`src/rtl/timer_pkg.sv`:
```
// rtl/timer_pkg.sv - shared state encoding, difficulty codes and tick-period helper
package timer_pkg;

    typedef enum logic [1:0] {
        ST_IDLE   = 2'd0,
        ST_RUN    = 2'd1,
        ST_PAUSED = 2'd2,
        ST_DONE   = 2'd3
    } timer_state_e;

    localparam logic [1:0] DIFF_1X = 2'd0;
    localparam logic [1:0] DIFF_2X = 2'd1;
    localparam logic [1:0] DIFF_3X = 2'd2;
    localparam logic [1:0] DIFF_4X = 2'd3;

    // Clock cycles per tick at the selected speed; never shorter than one cycle.
    function automatic int unsigned tick_period(input int unsigned clks_per_ms,
                                                input logic [1:0]  difficulty);
        int unsigned p;
        p = clks_per_ms / (32'(difficulty) + 32'd1);
        if (p == 32'd0) begin
            p = 32'd1;
        end
        return p;
    endfunction

endpackage

```
`src/rtl/ms_prescaler.sv`:
```
// rtl/ms_prescaler.sv - millisecond prescaler producing one tick per period
module ms_prescaler #(
    parameter int unsigned PW = 16
) (
    input  logic        clk,
    input  logic        reset,
    input  logic        clear,
    input  logic        enable,
    input  logic [31:0] period,
    output logic        tick
);

    logic [PW-1:0] count_q;
    logic [PW-1:0] count_d;

    // Fire as soon as the count reaches the (possibly just shortened) period;
    // clear has priority so a restart never produces a stray tick.
    assign tick = enable && !clear && (32'(count_q) >= (period - 32'd1));

    // Next count: clear, wrap on tick, advance while enabled, hold otherwise.
    always_comb begin
        count_d = count_q;
        if (clear) begin
            count_d = '0;
        end else if (tick) begin
            count_d = '0;
        end else if (enable) begin
            count_d = count_q + PW'(1);
        end
    end

    // Count register.
    always_ff @(posedge clk or posedge reset) begin
        if (reset) begin
            count_q <= '0;
        end else begin
            count_q <= count_d;
        end
    end

endmodule

```
`src/rtl/scaled_timer.sv`:
```
// rtl/scaled_timer.sv - millisecond up/down timer with speed select and auto-reload
module scaled_timer
    import timer_pkg::*;
#(
    parameter int unsigned WIDTH       = 12,
    parameter int unsigned CLKS_PER_MS = 50000
) (
    input  logic             clk,
    input  logic             reset,
    input  logic             enable,
    input  logic             restart,
    input  logic [1:0]       difficulty,
    input  logic             mode_down,
    input  logic             auto_reload,
    input  logic [WIDTH-1:0] end_value,
    output logic [WIDTH-1:0] timer_value,
    output logic             end_reached,
    output logic             end_pulse,
    output logic             running
);

    localparam int unsigned PW = $clog2(CLKS_PER_MS + 1);

    timer_state_e     state_q, state_d;
    logic [WIDTH-1:0] timer_q, timer_d;
    logic [WIDTH-1:0] end_q, end_d;
    logic             down_q, down_d;
    logic             auto_q, auto_d;
    logic             zero_pend_q, zero_pend_d;
    logic             pulse_q, pulse_d;
    logic             reached_q, reached_d;
    logic             running_q, running_d;

    logic             tick;
    logic [31:0]      period;
    logic [WIDTH-1:0] start_val;
    logic [WIDTH-1:0] term_val;
    logic [WIDTH-1:0] step_val;
    logic             hit;

    assign period    = tick_period(CLKS_PER_MS, difficulty);
    assign start_val = down_q ? end_q : '0;
    assign term_val  = down_q ? '0 : end_q;
    assign step_val  = down_q ? (timer_q - WIDTH'(1)) : (timer_q + WIDTH'(1));

    ms_prescaler #(
        .PW (PW)
    ) u_prescaler (
        .clk    (clk),
        .reset  (reset),
        .clear  (restart),
        .enable (state_q == ST_RUN),
        .period (period),
        .tick   (tick)
    );

    // Next-state, counter and strobe logic; restart overrides everything.
    always_comb begin
        state_d     = state_q;
        timer_d     = timer_q;
        end_d       = end_q;
        down_d      = down_q;
        auto_d      = auto_q;
        zero_pend_d = zero_pend_q;
        hit         = 1'b0;

        if (restart) begin
            end_d       = end_value;
            down_d      = mode_down;
            auto_d      = auto_reload;
            timer_d     = mode_down ? end_value : '0;
            zero_pend_d = (end_value == '0);
            state_d     = enable ? ST_RUN : ST_PAUSED;
        end else begin
            unique case (state_q)
                ST_IDLE: begin
                    state_d = ST_IDLE;
                end
                ST_RUN: begin
                    state_d = enable ? ST_RUN : ST_PAUSED;
                    if (zero_pend_q) begin
                        // Zero-length run is already terminal at load time.
                        zero_pend_d = 1'b0;
                        hit         = 1'b1;
                    end else if (tick) begin
                        if (timer_q == term_val) begin
                            // Only reachable with auto-reload: start the next lap.
                            timer_d = start_val;
                            hit     = (start_val == term_val);
                        end else begin
                            timer_d = step_val;
                            hit     = (step_val == term_val);
                        end
                    end
                    if (hit && !auto_q) begin
                        state_d = ST_DONE;
                    end
                end
                ST_PAUSED: begin
                    state_d = enable ? ST_RUN : ST_PAUSED;
                end
                ST_DONE: begin
                    state_d = ST_DONE;
                end
                default: begin
                    state_d = ST_IDLE;
                end
            endcase
        end

        // A one-cycle period could otherwise strobe back to back.
        pulse_d   = hit && !pulse_q;
        running_d = (state_d == ST_RUN);
        reached_d = (state_d == ST_DONE);
    end

    // State, configuration and output registers.
    always_ff @(posedge clk or posedge reset) begin
        if (reset) begin
            state_q     <= ST_IDLE;
            timer_q     <= '0;
            end_q       <= '0;
            down_q      <= 1'b0;
            auto_q      <= 1'b0;
            zero_pend_q <= 1'b0;
            pulse_q     <= 1'b0;
            reached_q   <= 1'b0;
            running_q   <= 1'b0;
        end else begin
            state_q     <= state_d;
            timer_q     <= timer_d;
            end_q       <= end_d;
            down_q      <= down_d;
            auto_q      <= auto_d;
            zero_pend_q <= zero_pend_d;
            pulse_q     <= pulse_d;
            reached_q   <= reached_d;
            running_q   <= running_d;
        end
    end

    assign timer_value = timer_q;
    assign end_pulse   = pulse_q;
    assign end_reached = reached_q;
    assign running     = running_q;

endmodule

```
`config.mk`:
```
export PLATFORM = sky130hd
export DESIGN_NAME = scaled_timer
export DESIGN_NICKNAME = d
export VERILOG_FILES = /design/src/rtl/timer_pkg.sv /design/src/rtl/ms_prescaler.sv /design/src/rtl/scaled_timer.sv
export SDC_FILE = /design/constraint.sdc
export NUM_CORES = 1
export LEC_CHECK = 0
export ABC_AREA = 1
export CAP_MARGIN = 5
export CORE_MARGIN = 4
export CORE_UTILIZATION = 45
export DETAILED_ROUTE_END_ITERATION = 10
export HOLD_SLACK_MARGIN = 0.12
export SYNTH_ARGS = -nofsm -noshare
export SYNTH_HDL_FRONTEND = slang
export SYNTH_SLANG_ARGS = --single-unit
```
`constraint.sdc`:
```
create_clock -name clk -period 4.6 [get_ports clk]
set_clock_uncertainty 0.05 [all_clocks]
set_input_delay 0.92 -clock clk [delete_from_list [all_inputs] [get_ports clk]]
set_output_delay 0.92 -clock clk [all_outputs]
set_load 0.03 [all_outputs]
```
# ---- Word level (Yosys, flattened, before mapping)
# Cells that the tools add are included.
dict set report word_totals {
  latch_bits 0
  ram_bits 0
  reg_bits 48
  rom_bits 0
  out_inout_bits 15
  inputBits 20
  wordCells 66
  n_memories 0
}
dict set report op_classes {
  mux 26
  div_mod_pow 1
  n_reduce_logical 14
  eq_ne 9
  n_addsub 5
  n_mul 0
  n_shift 0
  magnitude_cmp 1
  bitwise 0
}
# op n
set op_table {}
lappend op_table {{$mux W12} 9}
lappend op_table {{$mux W16} 3}
lappend op_table {{$eq A12 B12 Y1} 3}
lappend op_table {{$div A16 B32 Y32 const A} 1}
lappend op_table {{$ge A16 B32 Y1} 1}
lappend op_table {{$logic_not A32 Y1} 1}
lappend op_table {{$mux W32} 1}
lappend op_table {{$sub A32 B1 Y32 const B} 1}
lappend op_table {{$add A16 B1 Y16 const B} 1}
lappend op_table {{$add A12 B1 Y12 const B} 1}
lappend op_table {{$logic_not A12 Y1} 1}
lappend op_table {{$sub A12 B1 Y12 const B} 1}
lappend op_table {{$mux W1} 9}
lappend op_table {{$pmux W2 S4} 1}
lappend op_table {{$eq A2 B2 Y1 const B} 3}
lappend op_table {{$mux W2} 3}
lappend op_table {{$eq A2 B1 Y1 const B} 2}
lappend op_table {{$logic_and A1 B1 Y1} 4}
lappend op_table {{$reduce_bool A2 Y1} 2}
lappend op_table {{$add A2 B1 Y3 const B} 1}
lappend op_table {{$logic_not A1 Y1} 3}
lappend op_table {{$reduce_and A3 Y1} 1}
lappend op_table {{$reduce_bool A3 Y1} 1}
lappend op_table {{$logic_not A2 Y1} 1}
lappend op_table {{$ne A2 B2 Y1 const B} 1}

# ---- Longest topological paths before layout
dict set report logic_depth {
  ltp_word 16
  depth_mapped 52
  depth_no_buf 50
}

# ---- By module
# A second synthesis with hierarchy kept.
dict set report unflattened {
  hier_cells 956
  hier_area_um2 5785.5
}
# mod seq_area_each_um2 area_per_inst_um2 cells_per_inst n_inst
set modules_own_cells {}
lappend modules_own_cells {scaled_timer 800.8 3374.5 534 1}
lappend modules_own_cells {ms_prescaler 400.4 2411.1 422 1}

# ---- Worst setup path after synthesis
# Ideal clock, no wire load.
dict set report synth_timing {
  path_type {input port to flip-flop}
  from {input port difficulty[0]}
  to {register timer_q[8], in the netlist timer_value[8]}
  n_path_buf 3
  setup_ns 0.124
  slack_ns -1.868
  arrival_time_ns 6.294
  required_ns 4.426
  stages 48
  path_cell_list {ha_1 > buf_4 > inv_1 > buf_6 > ha_1 > inv_2 > nor2_4 > nand2_1 > nand3_4 > nand2_1 > nand2_2 > nand4_1 > nand2_2 > nand2_2 > nor2_4 > nand2_4 > nand3_4 > nand3_4 > [... 12 more ...] > nand3_1 > nor2_1 > nand2_1 > nand2_1 > ha_1 > a21oi_1 > nor2_1 > nor2_1 > o21ai_0 > nand4_1 > a21boi_0 > nand2_1 > nand2_1 > o21ai_1 > clkinv_1 > clkbuf_1 > o211ai_1 > nand2_1}
}
dict set report synth_via {
  elab_chain_len 9
}
# element line_no
set synth_rtl {}
lappend synth_rtl {{from (decl)} scaled_timer.sv:12} ;# input logic [1:0] difficulty,
lappend synth_rtl {{$add A2 B1 Y3 (*)} timer_pkg.sv:20} ;# p = clks_per_ms / (32'(difficulty) + 32'd1);
lappend synth_rtl {{$div A16 B32 Y32 (*)} timer_pkg.sv:20}
lappend synth_rtl {{$logic_not A32 Y1} timer_pkg.sv:21} ;# if (p == 32'd0) begin
lappend synth_rtl {{$mux W32 (*)} timer_pkg.sv:21}
lappend synth_rtl {{$sub A32 B1 Y32 (*)} ms_prescaler.sv:18} ;# assign tick = enable && !clear && (32'(count_q) >= (period - 32'd1));
lappend synth_rtl {{$ge A16 B32 Y1 (*)} ms_prescaler.sv:18}
lappend synth_rtl {{$logic_and A1 B1 Y1 (*)} ms_prescaler.sv:18}
lappend synth_rtl {{$reduce_bool A2 Y1 (no source line) (*)} -}
lappend synth_rtl {{$reduce_and A3 Y1 (no source line) (*)} -}
lappend synth_rtl {{to (signal assigned)} scaled_timer.sv:131} ;# timer_q <= timer_d;
lappend synth_rtl {{to (decl)} scaled_timer.sv:25} ;# logic [WIDTH-1:0] timer_q, timer_d;
# Mark *: on every way between the ends. The rest lies on a longest branch, timed or not.
# A chain may end at the register's enable or synchronous reset.

# ---- Worst setup path in the final report
dict set report layout_timing {
  from {input port difficulty[0]}
  to {register running_q, in the netlist running}
}
dict set report layout_via {
  elab_chain_len 16
}
# element line_no
set layout_rtl {}
lappend layout_rtl {{$add A2 B1 Y3 (*)} timer_pkg.sv:20}
lappend layout_rtl {{$div A16 B32 Y32 (*)} timer_pkg.sv:20}
lappend layout_rtl {{$logic_not A32 Y1} timer_pkg.sv:21}
lappend layout_rtl {{$mux W32 (*)} timer_pkg.sv:21}
lappend layout_rtl {{$sub A32 B1 Y32 (*)} ms_prescaler.sv:18}
lappend layout_rtl {{$ge A16 B32 Y1 (*)} ms_prescaler.sv:18}
lappend layout_rtl {{$logic_and A1 B1 Y1 (*)} ms_prescaler.sv:18}
lappend layout_rtl {{$mux W1 (*)} scaled_timer.sv:85} ;# end else if (tick) begin
lappend layout_rtl {{[... 2 more ...]} -}
lappend layout_rtl {{$mux W1 (*)} scaled_timer.sv:67} ;# if (restart) begin
lappend layout_rtl {{$logic_and A1 B1 Y1 (*)} scaled_timer.sv:95} ;# if (hit && !auto_q) begin
lappend layout_rtl {{$mux W2 (*)} scaled_timer.sv:95}
lappend layout_rtl {{$pmux W2 S4 (*)} scaled_timer.sv:75} ;# unique case (state_q)
lappend layout_rtl {{$mux W2 (*)} scaled_timer.sv:67}
lappend layout_rtl {{net state_d[1]} scaled_timer.sv:24} ;# timer_state_e state_q, state_d;
lappend layout_rtl {{$eq A2 B1 Y1 (*)} scaled_timer.sv:113} ;# running_d = (state_d == ST_RUN);
lappend layout_rtl {{net running_d} scaled_timer.sv:32} ;# logic running_q, running_d;
lappend layout_rtl {{to (signal assigned)} scaled_timer.sv:138} ;# running_q <= running_d;
lappend layout_rtl {{to (decl)} scaled_timer.sv:32}
# The timed path passes the listed nets; every way through them passes the cells marked *. The select of a mux whose other input is x is not followed.

==> results.cfg <==
[drt]
routed_wl_mm = 13.8
wl_per_cell_um = 15.0
drtAntennaViolNets = 0
viasPerCell = 5.38
drt_iter0_markers = 336
dr.pass1.iters = 5
vias = 4942
drc = 0

[placed_design]
dp_hpwl_mm = 9.96
placed_cells = 888
gp_congestion = 0.934
port_buffers = 34

[critical_path]
cp.required_ns = 4.77
r2r_start = down_q
cp-start-kind = input port
critPathKind = in -> reg
worstPathArrival_ns = 6.02
crit_path_top_delay_cell = ha_4
critPathMaxFanout = 8
end_kind = flop
startpoint = difficulty[0]
slowest_delay_ns = 0.27

[global_routing]
grt_usage_pct = 23.0
grt_pass1_vias = 4586
grt_first_pass_wirelength_mm = 22.0
gr-total-overflow = 0
grt_max_degree = 40
grt_antenna_before_repair = 0

[cts]
clock_latency_ns = 0.33
clk_pin_slew_ns = 0.09
holdBufCountCts = 0
cts_made_buffers = 5
clock-sinks = 48
cts_tree = built
cts_max_path_buffers = 2
ctsRootBufferMaster = clkbuf_8
cts-htree-levels = 2

[sta]
slew_headroom_pct = 58.3
tightest_slew_ns = 0.625
finalCritPeriodShare_pct = 127
layout_min_cycle_time_ns = 5.85
hold_viol_final = 0
setup_ws_ns = -1.25
maxSlewViolCount = 0
rsz0062_at_grt = yes
setup_viol = 33
max_freq_mhz = 171

[yosys]
synth_edf_count = 0
yosys.cell_types.count = 51
avgSynthCellArea_um2 = 7.03
yosys_register_bits = 48
ys_top_cells_by_area = dfrtp_1 (26%), nand2_1 (13%), ha_1 (10%), inv_1 (6.6%), xor2_1 (5.0%)
synth_ff_type = dfrtp_1
seq_area_frac_synth_pct = 25.5
synthArstFlopShare_pct = 100
synth_area_um2 = 4710
syn_nets = 729
yosysWarnings = 0
syn_inst = 669
synth_top_area_share_pct = 25.5
yosysTopAreaCell = dfrtp_1

[cells_and_area]
final_cell_mix = nand2_1 (135), inv_1 (77), buf_4 (77)
synthToLayoutAreaGrowth_pct = 34.6
final_cells = 918
layout_commonest_cell = nand2_1
nets = 841
drive_above_1_share_pct = 27.1
utilization_pct = 61.6
diodes = 0

[power]
p_sw_share_pct = 42.2
power_density_nw_per_um2 = 283
power.switching_mw = 0.755
p_seq_share_pct = 28.1
comb_power_share_pct = 53.7
cell_internal_pwr_mw = 1.04
p_clk_share_pct = 18.2
vdd_ir_drop_max_mv = 0.217
cellLeakagePower_nw = 3.11

[floorplan]
coreArea_um2 = 10300
die_area_um2 = 12200
rows = 37
die_x_um = 110
num_io_pins = 35
initial_utilization_pct = 45.8
die_y_um = 110

[hold_path]
min-delay-start = end_pulse
holdCritPathClass = reg -> reg

[status]
run_status = finished, violations left
violations = setup timing

[run]
cap_violations = 0
[power by group through the flow]
stage	combinational (mW)	clock [mW]	sequential, mW
finish	0.961	0.326	0.503
global route	1.06	0.353	0.508
CTS	0.906	0.338	0.501
detailed placement	0.839	0	0.508
global placement	0.826	0	0.507
floorplan	0.544	0	0.539
[Yosys cell counts, types with 9 or more instances]
cell type and number:
a21oi_1 28, clkbuf_1 9, nor2_1 50, inv_1 83, o21ai_0 43, ha_1 39
nor3_1 11, nand4_1 16, nand3_1 44, nand2_1 160, o211ai_1 9, xor2_1 27
dfrtp_1 48
[state kept, by name (all words and copies together), names as in the netlist]
| register | flops |
|---|---|
| u_prescaler.count_q | 16 |
| end_q | 12 |
| running | 1 |
| state_q | 2 |
| auto_q | 1 |
| end_pulse | 1 |
| down_q | 1 |
| timer_value | 12 |
| end_reached | 1 |
| zero_pend_q | 1 |
[cell type report]
type | count | area, um^2
clock buffers | 5 | 68.8
flip-flops and latches | 48 | 1200
well taps | 136 | 170
multi-input cells | 512 | 3440
clock inverters | 3 | 47.5
fillers | 945 | 3940
inverters | 93 | 369
repair buffers | 119 | 1030
repair inverters | 2 | 15.0
[stage by stage]
stage,setup TNS [ns],setup slack [ns],power [mW],hold WS (ns),instance area (um^2)
floorplan,-30.92,-1.21,1.08,0.414,4820
global placement,-54.50,-1.89,1.33,0.363,5720
detailed placement,-61.49,-2.08,1.35,0.369,5720
CTS,-36.47,-1.23,1.74,0.384,6160
global route,-50.48,-1.68,1.92,0.414,6330
finish,-37.19,-1.25,1.79,0.388,6330
[metal layers]
| layer | track usage, % | share of wire [%] | vias to the layer above |
|---|---|---|---|
| li1 | - | - | 2450 |
| met2 | 37.5 | 48 | 134 |
| met3 | 3.15 | 5.2 | 20 |
| met1 | 31.8 | 45 | 2338 |
| met5 | 0 | 0 | - |
| met4 | 6.68 | 1.6 | 0 |
[worst paths after layout]
| kind | to | slack [ns] | cells after the start |
|---|---|---|---|
| worst min-delay path | end_pulse | 0.39 | 1 |
| min in group asynchronous | u_prescaler.count_q[6] | 0.94 | 2 |
| worst max-delay path | running | -1.25 | 49 |
| worst max register to register | running | 0.44 | 23 |
| max in group asynchronous | zero_pend_q | 2.82 | 3 |
| worst min register to register | end_pulse | 0.39 | 1 |
[worst max-delay path: cells and delay by family]
kind,cells,cell delay [ns]
AND/OR/NAND/NOR,33,2.96
AO/OA/AOI/OAI,8,1.11
buffers and inverters,5,0.44
adder cells (fa/ha/maj),3,0.57
[repair_timing]
| action | CTS | global route |
|---|---|---|
| setup endpoints to repair | 33 | 33 |
| pin swaps | 44 | 55 |
| buffers inserted | 18 | 6 |
| cloned | 2 | 0 |
| resized for setup | 60 | 44 |
[cell families (layout without fill, tap and decap cells)]
logic type / Yosys count / count (layout) / share of synthesized area, %
and+or+nand+nor: 318 / 318 / 32.5
buffers and inverters: 109 / 222 / 9.17
adders and majority gates: 40 / 40 / 10.8
AOI/OAI and AO/OA: 118 / 118 / 15.1
xor gates and xnor gates: 36 / 36 / 6.86
DFF: 48 / 48 / 25.5
Power figures use the tool's default switching activity.
